**src/rtl/ahb_sram_slave.sv**
```systemverilog
// AHB-Lite slave terminating single transfers on a single-port synchronous SRAM.
// Decodes lanes/alignment, adds WAIT_STATES wait cycles, returns OKAY or two-cycle ERROR.
module ahb_sram_slave #(
  parameter int unsigned AHB_ADDR_WIDTH = 32,
  parameter int unsigned AHB_DATA_WIDTH = 32,
  parameter int unsigned MEM_ADDR_WIDTH = 10,
  parameter int unsigned WAIT_STATES    = 0
) (
  input  logic                      clk,
  input  logic                      rstn,
  input  logic                      hsel_i,
  input  logic [AHB_ADDR_WIDTH-1:0] haddr_i,
  input  logic [AHB_DATA_WIDTH-1:0] hwdata_i,
  input  logic                      hwrite_i,
  input  logic [2:0]                hsize_i,
  input  logic [2:0]                hburst_i,
  input  logic [3:0]                hprot_i,
  input  logic [1:0]                htrans_i,
  input  logic                      hmastlock_i,
  input  logic                      hready_i,
  output logic [AHB_DATA_WIDTH-1:0] hrdata_o,
  output logic                      hreadyout_o,
  output logic                      hresp_o,
  output logic                      mem_req_o,
  output logic                      mem_we_o,
  output logic [3:0]                mem_be_o,
  output logic [MEM_ADDR_WIDTH-1:0] mem_addr_o,
  output logic [31:0]               mem_wdata_o,
  input  logic [31:0]               mem_rdata_i
);

  localparam int unsigned CNT_W = 3;

  typedef enum logic [2:0] {
    S_IDLE,
    S_WAIT,
    S_RD,
    S_DATA,
    S_ERR1,
    S_ERR2
  } state_t;

  state_t                    state_q, state_d, disp_c;
  logic [CNT_W-1:0]          cnt_q, cnt_d;
  logic                      we_q;
  logic [3:0]                be_q;
  logic [MEM_ADDR_WIDTH-1:0] addr_q;
  logic                      acc_c, take_c, err_c;
  logic [3:0]                be_c;
  logic                      unused_inputs;

  assign acc_c = hsel_i & htrans_i[1] & hready_i;

  // Lane decode and natural-alignment check of the current address phase
  always_comb begin
    be_c  = 4'b0000;
    err_c = 1'b0;
    case (hsize_i)
      3'b000: be_c = 4'b0001 << haddr_i[1:0];
      3'b001: begin
        be_c  = 4'b0011 << {haddr_i[1], 1'b0};
        err_c = haddr_i[0];
      end
      3'b010: begin
        be_c  = 4'b1111;
        err_c = |haddr_i[1:0];
      end
      default: err_c = 1'b1;
    endcase
  end

  // Where an accepted address phase goes next
  always_comb begin
    if (err_c)                 disp_c = S_ERR1;
    else if (WAIT_STATES > 0)  disp_c = S_WAIT;
    else if (!hwrite_i)        disp_c = S_RD;
    else                       disp_c = S_DATA;
  end

  // Next-state and bus/SRAM outputs, all decoded from the registered state
  always_comb begin
    state_d     = state_q;
    cnt_d       = cnt_q;
    take_c      = 1'b0;
    hreadyout_o = 1'b1;
    hresp_o     = 1'b0;
    mem_req_o   = 1'b0;
    mem_we_o    = 1'b0;
    hrdata_o    = '0;
    case (state_q)
      S_WAIT: begin
        hreadyout_o = 1'b0;
        if (cnt_q == '0) begin
          state_d = we_q ? S_DATA : S_RD;
        end else begin
          cnt_d = cnt_q - CNT_W'(1);
        end
      end
      S_RD: begin
        hreadyout_o = 1'b0;
        mem_req_o   = 1'b1;
        state_d     = S_DATA;
      end
      S_ERR1: begin
        hreadyout_o = 1'b0;
        hresp_o     = 1'b1;
        state_d     = S_ERR2;
      end
      default: begin
        if (state_q == S_ERR2) hresp_o = 1'b1;
        if (state_q == S_DATA) begin
          mem_req_o = we_q;
          mem_we_o  = we_q;
          if (!we_q) hrdata_o = AHB_DATA_WIDTH'(mem_rdata_i);
        end
        if (acc_c) begin
          take_c  = 1'b1;
          state_d = disp_c;
          if (disp_c == S_WAIT) cnt_d = CNT_W'(WAIT_STATES - 1);
        end else begin
          state_d = S_IDLE;
        end
      end
    endcase
  end

  always_ff @(posedge clk) begin
    if (!rstn) begin
      state_q <= S_IDLE;
      cnt_q   <= '0;
      we_q    <= 1'b0;
      be_q    <= 4'b0000;
      addr_q  <= '0;
    end else begin
      state_q <= state_d;
      cnt_q   <= cnt_d;
      if (take_c) begin
        we_q   <= hwrite_i;
        be_q   <= be_c;
        addr_q <= haddr_i[MEM_ADDR_WIDTH+1:2];
      end
    end
  end

  // Reads always use the registered address, so SRAM sees at most one access per cycle
  assign mem_addr_o  = addr_q;
  assign mem_be_o    = be_q;
  assign mem_wdata_o = 32'(hwdata_i);

  assign unused_inputs = ^{hburst_i, hprot_i, hmastlock_i, htrans_i[0], haddr_i};

endmodule

```
**config.mk**
```make
export PLATFORM = sky130hd
export DESIGN_NAME = ahb_sram_slave
export DESIGN_NICKNAME = d
export VERILOG_FILES = /design/src/rtl/ahb_sram_slave.sv
export SDC_FILE = /design/constraint.sdc
export NUM_CORES = 1
export LEC_CHECK = 0
export BUFFER_PORTS_ARGS = -buffer_cell sky130_fd_sc_hd__buf_2
export CORE_AREA = 2 2 76 78
export CTS_CLUSTER_SIZE = 20
export DETAILED_ROUTE_END_ITERATION = 8
export DIE_AREA = 0 0 78 80
export GPL_ROUTABILITY_DRIVEN = 1
export PLACE_DENSITY = 0.71
export SKIP_LAST_GASP = 1
export SYNTH_ARGS = -nofsm -noshare
export SYNTH_HDL_FRONTEND = slang
export SYNTH_SLANG_ARGS = --single-unit
```
**constraint.sdc**
```tcl
create_clock -name clk -period 1.82 [get_ports clk]
set_clock_uncertainty 0.1 [all_clocks]
set_input_delay 0.091 -clock clk [delete_from_list [all_inputs] [get_ports clk]]
set_output_delay 0.091 -clock clk [all_outputs]
set_load 0.05 [all_outputs]
```
==> results of run 1 <==
## how the worst max path moves through the flow
stage | endpoint | startpoint
after detailed placement | hrdata_o[9] | state_q[0]
after global placement | hrdata_o[9] | state_q[0]
after global routing | hrdata_o[27] | state_q[0]
after floorplan | hrdata_o[10] | state_q[0]
after CTS | hrdata_o[9] | state_q[2]
final | hrdata_o[27] | state_q[0]
## layer usage
metal  up-vias  track usage  share of wire
met5         -            0              0
li1        739            -              -
met1       627        0.112           0.37
met3         0       0.0260          0.095
met2        85        0.222           0.53
met4         0       0.0105              0
## logic make-up after synthesis
| family | share of synthesized area |
|---|---|
| adder cells (fa/ha/maj) | 0.0174 |
| XOR/XNOR | 0.0122 |
| AND/OR/NAND/NOR | 0.308 |
| multiplexers | 0.00697 |
| buffers and inverters | 0.219 |
| flip-flops | 0.293 |
| AO/OA/AOI/OAI | 0.144 |
## cells in the final DEF (no fill, tap or decap), types with 4 or more instances in the layout
cell type / count
and2_1: 33
dlygate4sd3_1: 11
buf_6: 6
nand3_1: 15
nand2_1: 13
inv_1: 6
buf_4: 26
buf_2: 70
and3_1: 4
o21ai_0: 11
a21oi_1: 6
dfxtp_1: 19
o31ai_1: 4
## flip-flops by register name, summed over array words and instances (netlist names)
| register | flops |
|---|---|
| cnt_q | 3 |
| state_q | 3 |
| mem_addr_o | 10 |
| we_q | 1 |
| mem_be_o | 4 |
## report_power, final
part / internal [mW] / leakage, nW / switching [mW] / total (mW)
logic: 0.123 / 0.884 / 0.191 / 0.314
registers: 0.480 / 0.171 / 0.0195 / 0.500
clock network: 0.156 / 0.0228 / 0.143 / 0.298
## cell type report
| type | instances | share of cell area |
|---|---|---|
| clock buffer | 4 | 0.0218 |
| inverter | 7 | 0.0127 |
| multi-input combinational | 115 | 0.344 |
| sequential | 21 | 0.206 |
| tap | 72 | 0.0437 |
| timing repair buffer | 117 | 0.371 |
## timing repair
| action | in CTS | in global routing |
|---|---|---|
| hold buffers | 11 | 0 |
| setup buffers | 0 | 0 |
| gates resized for setup | 24 | 25 |
| endpoints found under the hold margin | 12 | 0 |
| setup endpoints to repair | 32 | 33 |
| pin swaps | 0 | 0 |
## worst max-delay path: cells and delay by family (launching register included)
family / cells / cell delay [ps]
buf+inv: 2 / 380
flops: 1 / 380
simple gates: 3 / 510
==> impl_metrics.yaml, run 1 <==
status:
  status: "complete, no violations"
power:
  p_total_mw: 1.11
  powerDensity_nw_per_um2: 539
  vdd_drop_max_mv: 0.315
  total_leakage_power_nw: 1.08
cells_and_area:
  nFillCells: 538
  drive_above_1_share: 0.447
  n_antenna_cell: 0
  layout.area.seq_um2: 425
  layout.nets: 381
  multi_input_area_um2: 709
  utilization: 0.381
  layout.cells.non_filler: 336
  final_area_um2: 2060
  syn2layout_area_growth_pct: 43.6
sta:
  holdWs_ps: 82.0
  fin_crit_sh: 0.944
  fin_crit_ps: 1720
  slew_headroom: 0.784
  fmax_mhz: 582
  tns_ps: 0
  worst_pin_slew_ps: 323
  fin_ws_ps: 101
  finalSetupViolations: 0
  slew_violations: 0
  hold_viol: 0
hold_path:
  hp-start: "hwdata_i[12]"
  worstHoldEndpoint: "mem_wdata_o[12]"
  worst_hold_path.num_cells: 0
  min_path_type: "in -> out"
drt:
  drc: 0
  vias: 1451
  totalWireLength_mm: 3.87
  vias_per_cell: 4.32
  drt-pass1-iter-count: 4
  wl_per_cell_um: 11.5
  ant_nets: 0
  drtIter0Drc: 34
worst_setup_path:
  required_ps: 1630
  end_kind: "output pin"
  timing.rr.start: "state_q[2]"
  critical_path_class: "reg -> out"
  cpPeakStageDelay_ps: 380
  r2r_slack_ps: 250
  crit_fanout: 10
  r2r_cells: 5
  reg2reg_to: "mem_addr_o[8]"
  critPathLaunchType: "flip-flop"
  crit_arrival_ps: 1530
  path_cells: "nor2b_2, and3_1, buf_4, and2_1, clkbuf_4"
  slowest_stage: "dfxtp_4"
global_routing:
  grt_pass1_wl_mm: 5.57
  grt_max_degree: 29
  grt_remaining_overflow: 0
  grt_pass1_vias: 1312
  globalRouteTotalUtil: 0.108
  antenna_found_initial: 0
yosys:
  yosys-top-cells-area: "dfxtp_1 (29%), buf_4 (17%), and2_1 (14%)"
  synthMostInstantiatedCell: "and2_1"
  synth_area_per_cell_um2: 7.76
  synth_seq_cells: 21
  syn_inst: 185
  synthTopCellsByCount: "and2_1 (33), buf_4 (32), dfxtp_1 (21), nand3_1 (15), nand2_1 (13)"
  synth_edf_count: 0
  synth_ff_type: "dfxtp_1"
  syn_area_um2: 1440
  synthArstFlopShare: 0
  ys_warn_count: 0
  synth_top_area_frac: 0.293
  seq_area_frac_synth: 0.293
  yosysUniqueCellTypes: 32
  synth_fp_nets: 301
  synth_area_leader_cell: "dfxtp_1"
placement:
  place_ws_ps: 163
  portBuffers: 102
  place_inst: 321
  place_area_um2: 1800
  gp_congestion: 0.740
  hpwl_mm: 2.89
clocking:
  cts_tree: "done"
  numCtsBuffers: 3
  root_buffer: "clkbuf_8"
  clk_latency_ps: 250
  clk_pin_slew_worst_paths_ps: 70
  clock-sinks: 21
  cts_buffer_depth: 2
  cts-htree-levels: 1
die:
  coreArea_um2: 5410
  rows: 27
  fp.dieH_um: 80
  die_area_um2: 6240
  die_width_um: 78
  io_pins: 196
  start_util: 0.266
flow_run:
  drv_cap: 0
(Power assumes the default switching activity.)
==> run 2: changes to the inputs <==
- clock period: 1.82 -> 1.85 ns (I/O delays scaled with it)
==> run 2 against run 1 <==
Effect of this change: final cell count unchanged; combinational power down 2%; critical path depth unchanged; non-clock buffer count unchanged; first-iteration DRC count down 35%; clock-buffer cell count down 1; critical path type unchanged; highest routed layer unchanged.
==> impl_metrics.yaml, run 2 (synthesis results as in run 1) <==
worst_setup_path:
  path_cells: "nor2b_4, and3_1, buf_4, and2_1, buf_2"
  slowest_stage: "dfxtp_2"
  critical_path_class: "reg -> out"
  required_ps: 1660
  end_kind: "output pin"
  crit_fanout: 10
  cpPeakStageDelay_ps: 390
  critPathLaunchType: "flip-flop"
  crit_arrival_ps: 1550
cells_and_area:
  n_antenna_cell: 0
  layout_commonest_cell: "buf_2"
  layout_common_cells: "buf_2 (74), and2_1 (33), buf_4 (24), dfxtp_1 (19), nand3_1 (15)"
  largest_register_ffs: 10
  layout.cells.non_filler: 336
  layout.nets: 381
  drive_above_1_share: 0.451
  utilization: 0.377
  syn2layout_area_growth_pct: 41.8
global_routing:
  grt_max_degree: 29
  grt_pass1_vias: 1251
  grt_pass1_wl_mm: 5.36
  antenna_found_initial: 0
  grt_remaining_overflow: 0
  globalRouteTotalUtil: 0.104
die:
  start_util: 0.266
  fp.dieH_um: 80
  die_area_um2: 6240
  io_pins: 196
  die_width_um: 78
  coreArea_um2: 5410
  rows: 27
placement:
  gp_congestion: 0.742
  place_inst: 321
  portBuffers: 102
  hpwl_mm: 2.90
  place_ws_ps: 202
sta:
  hold_viol: 0
  fmax_mhz: 575
  fin_crit_ps: 1740
  tns_ps: 0
  slew_headroom: 0.784
  rsz0062_at_grt: "false"
  fin_ws_ps: 110
  fin_crit_sh: 0.940
  worst_pin_slew_ps: 324
  slew_violations: 0
  finalSetupViolations: 0
clocking:
  numCtsBuffers: 3
  cts-htree-levels: 1
  clk_latency_ps: 250
  clk_pin_slew_worst_paths_ps: 70
  cts_buffer_depth: 2
  clock-sinks: 21
  cts_tree: "done"
  root_buffer: "clkbuf_8"
drt:
  wl_per_cell_um: 11.3
  drtIter0Drc: 22
  ant_nets: 0
  totalWireLength_mm: 3.79
  vias_per_cell: 4.36
  drt-pass1-iter-count: 5
  drc: 0
  vias: 1464
hold_path:
  min_path_type: "in -> out"
power:
  seq_power_share: 0.448
  swShare: 0.323
  powerDensity_nw_per_um2: 539
  vdd_drop_max_mv: 0.476
  pwr-share-clk: 0.271
  p_sw_mw: 0.355
  total_leakage_power_nw: 1.08
  p_int_mw: 0.744
  pwr-share-comb: 0.281
  p_total_mw: 1.10
flow_run:
  drv_cap: 0
status:
  status: "complete, no violations"
-- run 2: cell count changes in the layout (fill, tap and decap cells not counted), moves of 2 or more --
cell	before	now
buf_6	6	1
clkbuf_4	3	6
buf_4	26	24
buf_2	70	74
-- run 2: per-layer routing --
layer  track usage  vias to the layer above  routed length, um
met2         0.216                       88               2020
li1              -                      737                  -
met5             0                        -                  0
met3        0.0385                        0                384
met4       0.00526                        0                  0
met1         0.102                      639               1380
-- run 2: worst paths after layout --
check,cells past startpoint,slack (ps),to,startpoint
max,5,110,hrdata_o[28],state_q[0]
min,0,90,mem_wdata_o[12],hwdata_i[12]
max reg2reg,5,260,mem_addr_o[2],state_q[2]
min reg2reg,2,370,mem_be_o[0],mem_be_o[0]
-- run 2: through the flow --
stage          hold slack (ps)  instance area, um^2
2_1_floorplan              132                 1440
3_3_place_gp              85.3                 1800
3_5_place_dp              85.3                 1800
4_1_cts                   85.3                 2010
5_1_grt                   85.1                 2040
6_report                  85.0                 2040
-- run 2: what timing repair did --
item,CTS,global route
hold endpoints to repair,11,0
resized for setup,23,10
hold buffers,11,0
buffers inserted,0,0
endpoints found under the setup margin,23,32
-- run 2: power by group through the flow --
| stage | logic (mW) | clock network (mW) | registers [mW] |
|---|---|---|---|
| after global placement | 0.282 | 0 | 0.500 |
| after CTS | 0.307 | 0.308 | 0.490 |
| after detailed placement | 0.286 | 0 | 0.500 |
| final | 0.309 | 0.297 | 0.492 |
| after global routing | 0.334 | 0.329 | 0.496 |
| after floorplan | 0.331 | 0 | 0.540 |
-- run 2: area by class of cell --
cell class | count | area [um^2]
flip-flops and latches | 21 | 423
repair buffers | 117 | 737
clock buffers | 3 | 41.3
inverters | 7 | 26.3
multi-input cells | 115 | 714
fillers | 553 | 3370
well taps | 72 | 90.1
clock inverters | 1 | 5.00
-- run 2: worst max-delay path: cells and delay by family, from the launching register on --
kind	cells	cell delay, ps
buffers and inverters	2	410
DFF	1	390
and+or+nand+nor	3	500
==> run 3: changes to the inputs <==
- ABC_AREA: default -> 1
- CORE_AREA: 2 2 76 78 -> 2 2 75 77
- CTS_CLUSTER_DIAMETER: default -> 40
- DIE_AREA: 0 0 78 80 -> 0 0 77 79
- PLACE_DENSITY: 0.71 -> 0.75
==> run 3 against run 2 <==
Effect of this change: clock-buffer cell count is 1 higher; non-clock buffer count is 8 lower; setup slack worse by 51 ps; highest routed layer is now met4.
==> impl_metrics.yaml, run 3 <==
status:
  status: "complete, no violations"
yosys:
  synth_edf_count: 0
  synth_fp_nets: 367
  synthMostInstantiatedCell: "nor2_1"
  seq_area_frac_synth: 0.271
  synthArstFlopShare: 0
  synth_area_per_cell_um2: 6.19
  yosys-top-cells-area: "dfxtp_1 (27%), buf_4 (15%), nor2_1 (14%)"
  syn_inst: 251
  syn_area_um2: 1550
  synth_ff_type: "dfxtp_1"
  synth_seq_cells: 21
  synthTopCellsByCount: "nor2_1 (59), nand2_1 (55), buf_4 (32), dfxtp_1 (21), inv_1 (16)"
  yosysUniqueCellTypes: 22
  synth_top_area_frac: 0.271
  ys_warn_count: 0
  synth_area_leader_cell: "dfxtp_1"
sta:
  finalSetupViolations: 0
  worst_pin_slew_ps: 313
  holdWs_ps: 0.105
  fmax_mhz: 558
  fin_crit_ps: 1790
  fin_crit_sh: 0.968
  hold_viol: 0
  slew_violations: 0
  slew_headroom: 0.791
  fin_ws_ps: 59.2
  rsz0062_at_grt: "true"
cells_and_area:
  nFillCells: 586
  drive_above_1_share: 0.378
  layout.nets: 440
  n_antenna_cell: 0
  layout_commonest_cell: "buf_2"
  largest_register_ffs: 10
  layout_common_cells: "buf_2 (85), nor2_1 (59), nand2_1 (55), dfxtp_1 (21)"
  syn2layout_area_growth_pct: 31.1
drt:
  totalWireLength_mm: 3.97
  ant_nets: 0
  drc: 0
  drt-pass1-iter-count: 4
  vias: 1719
  wl_per_cell_um: 10.0
  vias_per_cell: 4.35
  drtIter0Drc: 74
placement:
  gp_congestion: 0.687
  portBuffers: 102
  place_ws_ps: 244
  hpwl_mm: 2.96
global_routing:
  grt_max_degree: 35
  grt_pass1_vias: 1520
  grt_remaining_overflow: 0
  globalRouteTotalUtil: 0.121
  antenna_found_initial: 0
  grt_pass1_wl_mm: 6.18
worst_setup_path:
  slowest_stage: "dfxtp_1"
  r2r_cells: 7
  endpoint: "hrdata_o[7]"
  path_cells: "inv_1, nor3_2, bufinv_8, nor2_1, buf_2"
  required_ps: 1660
  reg2reg_to: "mem_addr_o[1]"
  crit_arrival_ps: 1600
  timing.rr.start: "state_q[0]"
  cpPeakStageDelay_ps: 390
  crit_fanout: 34
  crit_start: "state_q[0]"
  end_kind: "output pin"
  critical_path_class: "reg -> out"
  r2r_slack_ps: 290
  critPathLaunchType: "flip-flop"
flow_run:
  drv_cap: 0
die:
  die_width_um: 77
  coreArea_um2: 5340
  io_pins: 196
  fp.dieH_um: 79
  start_util: 0.291
  rows: 27
  die_area_um2: 6080
power:
  powerDensity_nw_per_um2: 563
  vdd_drop_max_mv: 0.280
  total_leakage_power_nw: 1.17
clocking:
  root_buffer: "clkbuf_8"
  numCtsBuffers: 3
  cts_tree: "done"
  cts-htree-levels: 1
  cts_buffer_depth: 2
  postCtsSetupBuffers: 0
  clk_pin_slew_worst_paths_ps: 70
  clock-sinks: 21
  clk_latency_ps: 260
hold_path:
  min_path_type: "in -> reg"
-- run 3: cell types whose count changed after synthesis, moves of 3 or more --
cell,before,now
a21oi_1,6,10
o31ai_1,4,0
nand2_1,13,55
nand2b_1,3,0
nand3_1,15,11
nor2_1,3,59
nand2_2,0,3
and3_1,4,0
o21ai_1,0,5
nor2b_1,3,0
inv_1,6,16
inv_2,1,4
and2_1,33,0
nand4_1,0,3
-- run 3: kinds of logic (layout without fill, tap and decap cells) --
family                     after synthesis  count (layout)  synth area share
DFF                                     21              21             0.271
buffers and inverters                   62             134             0.237
adders and majority gates                2               2            0.0161
AOI/OAI and AO/OA                       27              27            0.0870
and+or+nand+nor                        139             139             0.390
-- run 3: routing by layer --
metal,part of all wire,up-vias,global-route usage
met5,0,-,0
met4,0.021,0,0.0518
met3,0.069,12,0.0136
met2,0.53,72,0.249
met1,0.38,746,0.122
li1,-,889,-
-- run 3: power breakdown --
group          switching, mW  internal [mW]  total [mW]
sequential            0.0148          0.475       0.490
combinational          0.243          0.122       0.365
clock                  0.139          0.153       0.292
-- run 3: worst min path at each step --
stage | depth (start not counted) | end | slack (ps) | start
5_1_grt | 3 | mem_addr_o[2] | 10 | haddr_i[4]
3_5_place_dp | 0 | mem_wdata_o[1] | 90 | hwdata_i[1]
6_report | 3 | mem_addr_o[7] | 0.1 | haddr_i[9]
2_1_floorplan | 2 | state_q[1] | 120 | rstn
3_3_place_gp | 0 | mem_wdata_o[1] | 90 | hwdata_i[1]
4_1_cts | 3 | mem_addr_o[0] | 0.7 | haddr_i[2]
-- run 3: area by class of cell --
type                            instances  area [um^2]  area share
Tap cell                               72         90.1      0.0442
Timing Repair Buffer                  109          618       0.303
Multi-Input combinational cell        168          771       0.378
Inverter                               21         92.6      0.0455
Clock buffer                            4         45.0      0.0221
Sequential cell                        21          420       0.206
-- run 3: worst max-delay path, delay by kind of cell, from the launching register on --
kind                   cells  cell delay, ps
buffers and inverters      3             640
flip-flops                 1             390
AND/OR/NAND/NOR            2             290
-- run 3: repair_timing --
item / 4_1_cts / 5_1_grt
pin swaps: 0 / 0
endpoints found under the setup margin: 16 / 34
hold buffers: 5 / 0
resized for setup: 2 / 20
hold endpoints to repair: 5 / 0
cloned: 0 / 0
-- run 3: through the flow --
stage	setup TNS [ps]	instances	area (um^2)	utilization	power (mW)
2_1_floorplan	0	251	1550	-	0.931
3_3_place_gp	0	386	1880	0.352	0.843
3_5_place_dp	0	386	1880	0.352	0.852
4_1_cts	0	395	1980	0.372	1.15
5_1_grt	-194	395	2040	0.382	1.21
6_report	0	395	2040	0.382	1.15
